### src/rtl/uart_tx_fifo.sv
// rtl/uart_tx_fifo.sv - byte FIFO that feeds a uart_tx transmitter one byte per done handshake
module uart_tx_fifo #(
    parameter int DEPTH = 16,
    parameter int AW    = 4
) (
    input  logic        i_clock,
    input  logic        i_rst_n,
    input  logic        i_wr_en,
    input  logic [7:0]  i_wr_data,
    output logic        o_full,
    output logic        o_empty,
    output logic [AW:0] o_count,
    output logic        o_overflow,
    output logic        o_tx_dv,
    output logic [7:0]  o_tx_byte,
    input  logic        i_tx_done
);

    localparam logic [AW:0]   FULL_COUNT = (AW + 1)'(DEPTH);
    localparam logic [AW:0]   COUNT_ONE  = (AW + 1)'(1);
    localparam logic [AW-1:0] PTR_ONE    = AW'(1);

    typedef enum logic [1:0] {
        IDLE      = 2'd0,
        SEND      = 2'd1,
        WAIT_DONE = 2'd2
    } state_t;

    state_t        state;
    state_t        next_state;

    logic [7:0]    mem [DEPTH];
    logic [AW-1:0] wr_ptr;
    logic [AW-1:0] rd_ptr;
    logic [AW:0]   count_next;
    logic          push;
    logic          pop;

    // A full FIFO drops the write; the pop decision never affects acceptance,
    // so a write arriving while full is dropped even if a pop happens on the same edge.
    assign push = i_wr_en && !o_full;

    // Transmit sequencer: launch one byte from IDLE, strobe for a single cycle in SEND,
    // then park in WAIT_DONE until the transmitter reports completion.
    always_comb begin
        next_state = state;
        pop        = 1'b0;
        o_tx_dv    = 1'b0;
        case (state)
            IDLE: begin
                if (!o_empty) begin
                    pop        = 1'b1;
                    next_state = SEND;
                end
            end
            SEND: begin
                o_tx_dv    = 1'b1;
                next_state = WAIT_DONE;
            end
            WAIT_DONE: begin
                if (i_tx_done) begin
                    next_state = IDLE;
                end
            end
            default: begin
                next_state = IDLE;
            end
        endcase
    end

    // Sequencer state register; reset abandons any outstanding done wait.
    always_ff @(posedge i_clock or negedge i_rst_n) begin
        if (!i_rst_n) begin
            state <= IDLE;
        end else begin
            state <= next_state;
        end
    end

    // Occupancy after this edge: a simultaneous push and pop cancel out.
    always_comb begin
        count_next = o_count;
        case ({push, pop})
            2'b10:   count_next = o_count + COUNT_ONE;
            2'b01:   count_next = o_count - COUNT_ONE;
            default: count_next = o_count;
        endcase
    end

    // Pointers, occupancy and the registered full/empty/overflow flags.
    always_ff @(posedge i_clock or negedge i_rst_n) begin
        if (!i_rst_n) begin
            wr_ptr     <= '0;
            rd_ptr     <= '0;
            o_count    <= '0;
            o_empty    <= 1'b1;
            o_full     <= 1'b0;
            o_overflow <= 1'b0;
        end else begin
            if (push) begin
                wr_ptr <= wr_ptr + PTR_ONE;
            end
            if (pop) begin
                rd_ptr <= rd_ptr + PTR_ONE;
            end
            o_count    <= count_next;
            o_empty    <= (count_next == '0);
            o_full     <= (count_next == FULL_COUNT);
            o_overflow <= i_wr_en && o_full;
        end
    end

    // Byte storage; contents are left as-is by reset since the pointers define validity.
    always_ff @(posedge i_clock) begin
        if (push) begin
            mem[wr_ptr] <= i_wr_data;
        end
    end

    // Launched byte is held stable for the transmitter until the next launch.
    always_ff @(posedge i_clock or negedge i_rst_n) begin
        if (!i_rst_n) begin
            o_tx_byte <= 8'h00;
        end else if (pop) begin
            o_tx_byte <= mem[rd_ptr];
        end
    end

endmodule

### config.mk
export PLATFORM = sky130hd
export DESIGN_NAME = uart_tx_fifo
export DESIGN_NICKNAME = d
export VERILOG_FILES = /design/src/rtl/uart_tx_fifo.sv
export SDC_FILE = /design/constraint.sdc
export NUM_CORES = 1
export LEC_CHECK = 0
export BUFFER_PORTS_ARGS = -buffer_cell sky130_fd_sc_hd__buf_2
export CORE_MARGIN = 3
export CORE_UTILIZATION = 40
export DETAILED_ROUTE_END_ITERATION = 7
export GPL_TIMING_DRIVEN = 0
export SETUP_SLACK_MARGIN = 0.2
export SKIP_CTS_REPAIR_TIMING = 1
export SLEW_MARGIN = 40
export SYNTH_ARGS = -nofsm -noshare
export SYNTH_HDL_FRONTEND = slang
export SYNTH_SLANG_ARGS = --single-unit
### constraint.sdc
create_clock -name i_clock -period 5.55 [get_ports i_clock]
set_clock_uncertainty 0.15 [all_clocks]
set_input_delay 0.2775 -clock i_clock [delete_from_list [all_inputs] [get_ports i_clock]]
set_output_delay 0.2775 -clock i_clock [all_outputs]
set_load 0.05 [all_outputs]
==> out/qor.txt <==
Status = completed
Leakage = 0.00247 µW
Setup_tns = 0 ns
Total gr overflow = 0
Clock transition at path regs = 0.06 ns
Crit path time final = 2.95 ns
Largest net degree at the start of global routing = 27
Switching fraction of total power = 35.2%
Max FO, Critical Path = 10
Final Wtd Congestion = 0.800
Worst hold start = i_wr_data[5]
CTS root buf = clkbuf_16
Syn Inst Count = 334
Synth cell types = 44
Yosys warns = 0
Ys flop type = edfxtp_1
Unrepaired setup endpoints after global routing = false
Vias = 3066
Initial Util = 41.7%
Reg power frac = 38.0%
WS Path Type = reg2reg
Pwr/cell area = 568 mW/mm²
Vias in the first global route = 3138
CP startpoint = state[0]
Initial antenna violation count = 0
Register bit total from synthesis = 154
Fin. max-slew vios = 0
# H-tree levels = 4
Synthesized area = 0.00620 mm²
Internal power = 2620 µW
Area of the multi-input gates = 0.00161 mm²
GRT Total Usage = 15.2%
Worst R2R Start = state[0]
Antenna cell count = 0
DR WL/cell = 20.8 µm
Hold/Removal Path Class = in2reg
Share of layout cells above drive strength 1 = 28.6%
Max Root-Sink Buffers = 2
FP Rows = 44
Final wirelength = 12.0 mm
Max Cap Violations = 0
Rel. slew slack = 45.9%
Setup-failing EPs final = 0
Number of synthesized flops with an enable pin = 128
Avg Vias per Cell = 5.30
Place WS = 2.60 ns
Die Ht = 131 µm
Storage element area = 0.00450 mm²
Fillers = 1225
WP data required = 5.72 ns
Seq/Total Area, Yosys = 72.5%
First-pass GRT wire length = 18.4 mm
Slew @ Worst Pin = 0.809 ns
Detail Route Antenna Nets = 0
Initial DRC count = 268
Hold Fails Final Rpt = 0
Nets@finish = 402
Drt first pass iters = 4
Area growth syn-to-layout = 15.1%
Critical Path Sink Type = flip-flop
Clk Latency, worst-skew pair = 0.42 ns
NetSw = 1430 µW
Worst EP arrival = 3.12 ns
PnR worst setup slack = 2.60 ns
TritonCTS clock tree = yes
Remaining DRCs = 0
Number of port buffers = 28
Max rail drop VDD = 0.268 mV
Fin crit share = 53.1%
Core area = 0.0149 mm²
Final HPWL DP = 7.97 mm
Clock group share of total power = 25.1%
Num CTS Buffers = 17
Peak Freq = 339 MHz
CP Launch Type = flip-flop
Post-synthesis average cell area = 18.6 µm²
Async SR Flop Fraction = 16.9%
Die Area = 0.0170 mm²
Die X = 131 µm
Combinational power share = 36.9%
Number of I/O pins = 29
CTS Sinks = 154
Synth Net Count = 353
[layout by cell type, fill, tap and decap left out, types with 3 or more instances in the layout]
cell,Yosys,layout
edfxtp_1,128,128
dfrtp_1,25,25
clkbuf_1,8,9
xnor2_1,11,11
nor2_2,0,3
a21oi_1,10,10
mux2i_1,16,16
nand2_1,12,12
nor2b_1,3,3
mux4_2,32,32
ha_1,7,7
nand4_1,3,3
clkinv_1,0,5
o21ai_0,3,3
inv_1,5,5
buf_2,4,32
o21ai_1,7,7
nand2b_1,3,3
nor2_1,22,19
nor3_2,0,4
clkinv_2,0,6
clkbuf_16,0,17
[sequential cells by signal, indices dropped and copies added (netlist names)]
signal and flops:
o_full 1, rd_ptr 4, o_empty 1, wr_ptr 4
o_count 5, o_tx_byte 8, state 2, mem 128
o_overflow 1
[cell type report]
type	count	share of cell area [%]
plain buffers	17	1.19
clock buffers	18	6.02
clock inverters	13	1.21
inverters	7	0.544
multi-input cells	156	22.6
flip-flops and latches	154	63.0
well taps	184	3.23
repair buffers	30	2.24
[routing by layer]
metal  up-vias  part of all wire (%)  track usage (%)
li1       1404                     -                -
met3        15                   4.8             3.33
met1      1584                    45             21.0
met4         0                   1.7             5.99
met2        63                    49             23.7
met5         -                     0                0
[power groups by stage]
stage	Clock [µW]	Sequential, µW	Combinational (µW)
2_1_floorplan	0	1730	948
3_3_place_gp	0	1550	1470
3_5_place_dp	0	1560	1510
4_1_cts	1030	1540	1520
5_1_grt	1080	1560	1630
6_report	1020	1540	1490
[cell families after synthesis]
logic type                 Yosys count  synth area share [%]
xor gates and xnor gates            12                  1.82
AOI/OAI and AO/OA                   28                  2.85
adders and majority gates            7                  1.41
buffers and inverters               24                  2.00
muxes                               49                  14.4
and+or+nand+nor                     60                  5.04
DFF                                154                  72.5
[worst paths after layout]
| check | end | slack (ns) | cells past startpoint |
|---|---|---|---|
| setup reg to reg | o_empty | 2.60 | 11 |
| setup / recovery | o_empty | 2.60 | 11 |
| max in group asynchronous | state[0] | 4.58 | 2 |
| hold / removal | mem[8][5] | 0.11 | 1 |
| hold reg to reg | o_overflow | 0.37 | 1 |
| min in group asynchronous | o_count[1] | 0.26 | 2 |
[per-stage QoR]
step                power, µW  utilization [%]  std cells  hold slack (ns)  area (µm²)
finish                   4050             48.0        579            0.108        7130
global route             4270             48.0        579            0.116        7130
CTS                      4090             47.8        577           -0.268        7110
detailed placement       3070             44.3        546            0.182        6590
global placement         3030             44.2        546            0.174        6570
floorplan                2680                -        334           -0.168        6200
[worst max-delay path, stage by stage (launching register included)]
cell and delay [ns]:
dfrtp_1 0.38, or3_1 0.38, buf_6 0.16, clkinv_8 0.06, nand2_1 0.09, xnor2_1 0.14
ha_1 0.32, or3b_2 0.48, nor4_1 0.24, o31ai_1 0.13, o31a_1 0.15, nor3_1 0.18
[cells in the mapped netlist, types with 4 or more instances]
master    count  share of area, %
a21oi_1      10              0.81
buf_2         4              0.32
clkbuf_1      8              0.48
dfrtp_1      25                10
edfxtp_1    128                62
ha_1          7               1.4
inv_1         5              0.30
mux2i_1      16               2.6
mux4_2       32                12
nand2_1      12              0.73
nor2_1       22               1.3
nor3_1        5              0.40
o21ai_1       7              0.56
xnor2_1      11               1.6
No activity file was read; power rests on OpenSTA's default activity.
